$ cat src/rtl/branch_unit.sv
`default_nettype none
// ============================================================================
// Module   : branch_unit
// Purpose  : Execute-stage branch resolver for the 5-stage MIPS pipeline.
//            Resolves beq/bne/j from the ID/EX slot, computes the target,
//            and drives a one-cycle branch pulse plus baddr towards the PC.
//            On a taken branch it raises flush for FLUSH_CYCLES unstalled
//            cycles and squashes any branch request seen during that window.
// Ports    : clk, reset (sync, active-high)
//            valid_in, stall, is_beq, is_bne, is_j   - request qualifiers
//            rs_data, rt_data [31:0]                  - compare operands
//            pc_plus4 [31:0], instr_idx [25:0]        - target inputs
//            branch, baddr [31:0]                     - to PC
//            flush                                    - squash IF/ID, ID/EX
//            stat_resolved, stat_taken [31:0]         - only with
//                                                       BRANCH_STATS_EN
// Config   : `define BRANCH_STATS_EN to add the resolved/taken counters.
// Revision : 1.0 - initial release
// ============================================================================
module branch_unit #(
  parameter int FLUSH_CYCLES = 3
) (
  input  logic        clk,
  input  logic        reset,
  input  logic        valid_in,
  input  logic        stall,
  input  logic        is_beq,
  input  logic        is_bne,
  input  logic        is_j,
  input  logic [31:0] rs_data,
  input  logic [31:0] rt_data,
  input  logic [31:0] pc_plus4,
  input  logic [25:0] instr_idx,
`ifdef BRANCH_STATS_EN
  output logic [31:0] stat_resolved,
  output logic [31:0] stat_taken,
`endif
  output logic        branch,
  output logic [31:0] baddr,
  output logic        flush
);

  typedef enum logic [0:0] {
    IDLE  = 1'b0,
    FLUSH = 1'b1
  } state_t;

  localparam logic [3:0] FLUSH_LOAD = 4'(FLUSH_CYCLES);

  state_t      state_q;
  logic [3:0]  cnt_q;
  logic        branch_q;
  logic [31:0] baddr_q;
  logic        flush_q;

  logic        is_branch;
  logic        accept;
  logic        operands_eq;
  logic        taken;
  logic [31:0] rel_target;
  logic [31:0] abs_target;
  logic [31:0] target;

  assign is_branch   = is_j | is_beq | is_bne;
  assign accept      = valid_in & ~stall & (state_q == IDLE) & is_branch;
  assign operands_eq = (rs_data == rt_data);

  // j wins over beq, beq over bne; if neither j nor beq is set, it is a bne.
  assign taken = is_j | (is_beq ? operands_eq : ~operands_eq);

  // Sign-extended word offset; the add wraps modulo 2^32.
  assign rel_target = pc_plus4 + {{14{instr_idx[15]}}, instr_idx[15:0], 2'b00};
  assign abs_target = {pc_plus4[31:28], instr_idx, 2'b00};
  assign target     = is_j ? abs_target : rel_target;

  always_ff @(posedge clk) begin
    if (reset) begin
      state_q  <= IDLE;
      cnt_q    <= 4'd0;
      branch_q <= 1'b0;
      baddr_q  <= 32'd0;
      flush_q  <= 1'b0;
    end else begin
      // The pulse lasts exactly one cycle regardless of stall.
      branch_q <= 1'b0;
      case (state_q)
        IDLE: begin
          if (accept && taken) begin
            branch_q <= 1'b1;
            baddr_q  <= target;
            flush_q  <= 1'b1;
            cnt_q    <= FLUSH_LOAD;
            state_q  <= FLUSH;
          end
        end
        FLUSH: begin
          // Counter only advances on unstalled cycles so flush covers
          // FLUSH_CYCLES real pipeline advances.
          if (!stall) begin
            if (cnt_q == 4'd1) begin
              cnt_q   <= 4'd0;
              flush_q <= 1'b0;
              state_q <= IDLE;
            end else begin
              cnt_q <= cnt_q - 4'd1;
            end
          end
        end
        default: begin
          state_q <= IDLE;
          cnt_q   <= 4'd0;
          flush_q <= 1'b0;
        end
      endcase
    end
  end

  assign branch = branch_q;
  assign baddr  = baddr_q;
  assign flush  = flush_q;

`ifdef BRANCH_STATS_EN
  logic [31:0] resolved_q;
  logic [31:0] taken_q;

  always_ff @(posedge clk) begin
    if (reset) begin
      resolved_q <= 32'd0;
      taken_q    <= 32'd0;
    end else if (accept) begin
      resolved_q <= resolved_q + 32'd1;
      if (taken) begin
        taken_q <= taken_q + 32'd1;
      end
    end
  end

  assign stat_resolved = resolved_q;
  assign stat_taken    = taken_q;
`endif

endmodule
`default_nettype wire
$ cat config.mk
export PLATFORM = sky130hd
export DESIGN_NAME = branch_unit
export DESIGN_NICKNAME = d
export VERILOG_FILES = /design/src/rtl/branch_unit.sv
export SDC_FILE = /design/constraint.sdc
export NUM_CORES = 1
export LEC_CHECK = 0
export ABC_CLOCK_PERIOD_IN_PS = 2400
export BUFFER_PORTS_ARGS = -buffer_cell sky130_fd_sc_hd__buf_2
export CAP_MARGIN = 20
export CORE_MARGIN = 8
export CORE_UTILIZATION = 38
export DETAILED_ROUTE_END_ITERATION = 12
export GPL_TIMING_DRIVEN = 0
export PLACE_DENSITY_LB_ADDON = 0.2
export SYNTH_ARGS = -nofsm -noshare
export SYNTH_HDL_FRONTEND = slang
export SYNTH_SLANG_ARGS = --single-unit
$ cat constraint.sdc
create_clock -name clk -period 2.4 [get_ports clk]
set_clock_uncertainty 0.15 [all_clocks]
set_input_delay 0.24 -clock clk [delete_from_list [all_inputs] [get_ports clk]]
set_output_delay 0.24 -clock clk [all_outputs]
set_load 0.1 [all_outputs]
==> summary.txt <==
Drt
  – Drt wl/cell: 17.7 um
  – ANT nets after route: 0
  – DRT Wirelength: between 10 and 15 mm
  – Vias/cell: around 5.4
  – Vias: approximately 4200
  – DRT Pass-1 Iters: 5
  – Initial DRC Count: between 200 and 250
  – Remaining DRCs: 0

Timing
  – Slew headroom: 0.454
  – Final period utilization: 1.05
  – Fmax: ~0.4 GHz
  – Worst slew pin tran: 819 ps
  – Minimum clock period: 2510 ps
  – # setup viols final: 4
  – Unrepaired setup endpoints after global routing: yes
  – Final worst slack: -110 ps
  – Endpoints failing hold: 0
  – Max Transition Viols Final: 0

GRT
  – First-pass GRT wire length: between 20 and 25 mm
  – Remaining Overflow, GRT: 0
  – Initial antenna violation count: 0
  – Vias in the first global route: 4157
  – Pin count of the biggest net entering global routing: 20
  – Total GRT Usage: 0.196

Flow run
  – Number of max-cap violations: 0

Clocking
  – CTS tree: done
  – Clock Pin Slew Worst Setup and Hold Paths: around 70 ps
  – Clk buf depth: 2
  – Clock buffer count from CTS: 5
  – Clk sink count: 39
  – Root buf cell: clkbuf_8
  – CTS Hold Bufs: 0
  – H-tree Lvls: 2
  – Skew-Pair Late Insertion Delay: 290 ps

Placed design
  – GPL Wtd Cong: 0.937
  – Input/output buffers: 162
  – Placement Setup Slack: -621 ps
  – Detail Placement HPWL: 10.9 mm

Critical path
  – Reg2reg start: state_q
  – Critical Path Source: instr_idx[0]
  – Flop-to-flop setup slack: 670 ps
  – Critical Path AT: 2570 ps
  – Critical Path Source Type: input port
  – Worst R2R Path Depth: 5
  – Critical Path Sink: baddr[28]
  – Crit end category: flop
  – Critical path type: input port to flop
  – WP data required: 2460 ps
  – CP max FO: 3
  – R2R Path End: baddr[13]

Logic synthesis
  – Synthesized cell area: 3750 um^2
  – Mean Syn Cell Area: ~8 um^2
  – Async set-reset flop share out of synthesis: 0
  – Syn Inst Count: ~470
  – Synthesized net count: ~630
  – Yosys top cell area share: 0.208
  – Synth area leader: dfxtp_1
  – Register area share after synthesis: 0.208
  – Synth area leaders: dfxtp_1 21%, xnor2_1 11%, ha_1 10%, a21oi_1 5.5%, nor2_1 5.0%
  – Cell variety after synth: 65
  – Primary FF master, synth: dfxtp_1
  – Synth warnings: 0
  – Yosys reg bits: 39
  – Post-synth EDFFs: 0

Die
  – I/O pin cnt: 163
  – Total core area: slightly below 10000 um^2
  – Die height: roughly 120 um
  – Initial Utilization: 0.388
  – Die width: ~120 um
  – Rows: 36
  – Full die area: 13300 um^2

Final layout
  – Fill cell count: 939
  – Final core utilization: 0.535
  – Layout cells sized above 1: 0.365
  – Layout Nets: 808
  – Area Overhead vs Synth: 38.0%
  – Most frequent cells in the layout: 163 x buf_2, 50 x nor2_1, 45 x xnor2_1
  – Antenna diodes: 0
  – Most common cell after layout, fill and taps aside: buf_2

Power
  – LEAKAGE: 0.00233 uW
  – VDD IR max: 296 uV
  – Power Density: 472 nW/um^2
  – Final Power: approximately 2400 uW

Min path
  – HP Class: input port to flop

Status
  – Failing checks: negative setup slack
  – Status: complete, but fails checks
-- what timing repair did --
action	in CTS	in global routing
setup endpoints to repair	19	38
buffers inserted	7	4
pin swaps	8	13
resized for setup	22	28
-- where the power goes --
part,switching (uW),internal [uW]
logic,785,485
registers,24.9,687
clock network,239,226
-- critical path: stages --
cell       delay [ps]
buf_6             100
ha_4              150
fa_2              380
a211oi_4          280
o211ai_2          180
a41oi_2           270
o2111ai_2         190
a31oi_4           270
nand3_1           100
a21o_1            180
a311oi_2          220
-- cell type report --
class | instances | area, um^2 | share of cell area
inverter | 6 | 22.5 | 0.00435
timing repair buffer | 173 | 925 | 0.178
tap | 133 | 166 | 0.0321
clock buffer | 6 | 82.6 | 0.0159
multi-input combinational | 398 | 3080 | 0.595
buffer | 24 | 118 | 0.0227
sequential | 39 | 781 | 0.151
clock inverter | 1 | 5.00 | 0.000966
-- worst min-delay path by stage --
stage,startpoint,endpoint,slack [ps],cells past startpoint
floorplan,reset,branch,170,1
global placement,baddr[0],baddr[0],310,2
detailed placement,baddr[0],baddr[0],310,2
CTS,reset,branch,7,2
global route,reset,branch,20,2
finish,reset,branch,20,2
-- layer usage --
metal | routed length [um] | vias to the layer above | track usage
met3 | 1310 | 13 | 0.0494
met4 | 155 | 0 | 0.0464
met5 | 0 | - | 0
li1 | - | 2103 | -
met1 | 5770 | 1952 | 0.231
met2 | 6550 | 177 | 0.347
-- synthesized netlist by cell type (all sizes together) (6+ instances only) --
cell / count
o21ai: 18
a21oi: 43
dfxtp: 39
clkbuf: 21
inv: 6
nand2: 27
a21o: 22
nor2b: 8
a31oi: 8
nor3: 9
nand3: 7
nor2: 50
a211oi: 18
xor2: 9
xnor2: 46
mux2i: 10
o211ai: 7
nand4: 16
nand2b: 6
and3: 6
ha: 31
buf: 8
-- state kept, by name, summed over array words and instances, names as in the netlist --
name	cells
branch	1
flush	1
state_q	1
baddr	32
cnt_q	4
-- through the flow --
step | instance area [um^2] | hold slack [ps] | TNS, ps | cells
finish | 5180 | 17.3 | -285 | 780
global route | 5180 | 17.8 | -743 | 780
CTS | 4990 | 6.71 | -122 | 778
detailed placement | 4760 | 313 | -11650 | 767
global placement | 4760 | 306 | -11560 | 767
floorplan | 3790 | 173 | -44.0 | 472
-- kinds of logic (layout without fill, tap and decap cells) --
group | Yosys count | in the layout | share of synthesized area
AOI/OAI and AO/OA | 155 | 155 | 0.298
xor gates and xnor gates | 55 | 55 | 0.128
adders and majority gates | 32 | 32 | 0.109
buffers and inverters | 35 | 210 | 0.0376
DFF | 39 | 39 | 0.208
muxes | 10 | 10 | 0.0267
and+or+nand+nor | 146 | 146 | 0.193
Power figures use the tool's default switching activity.
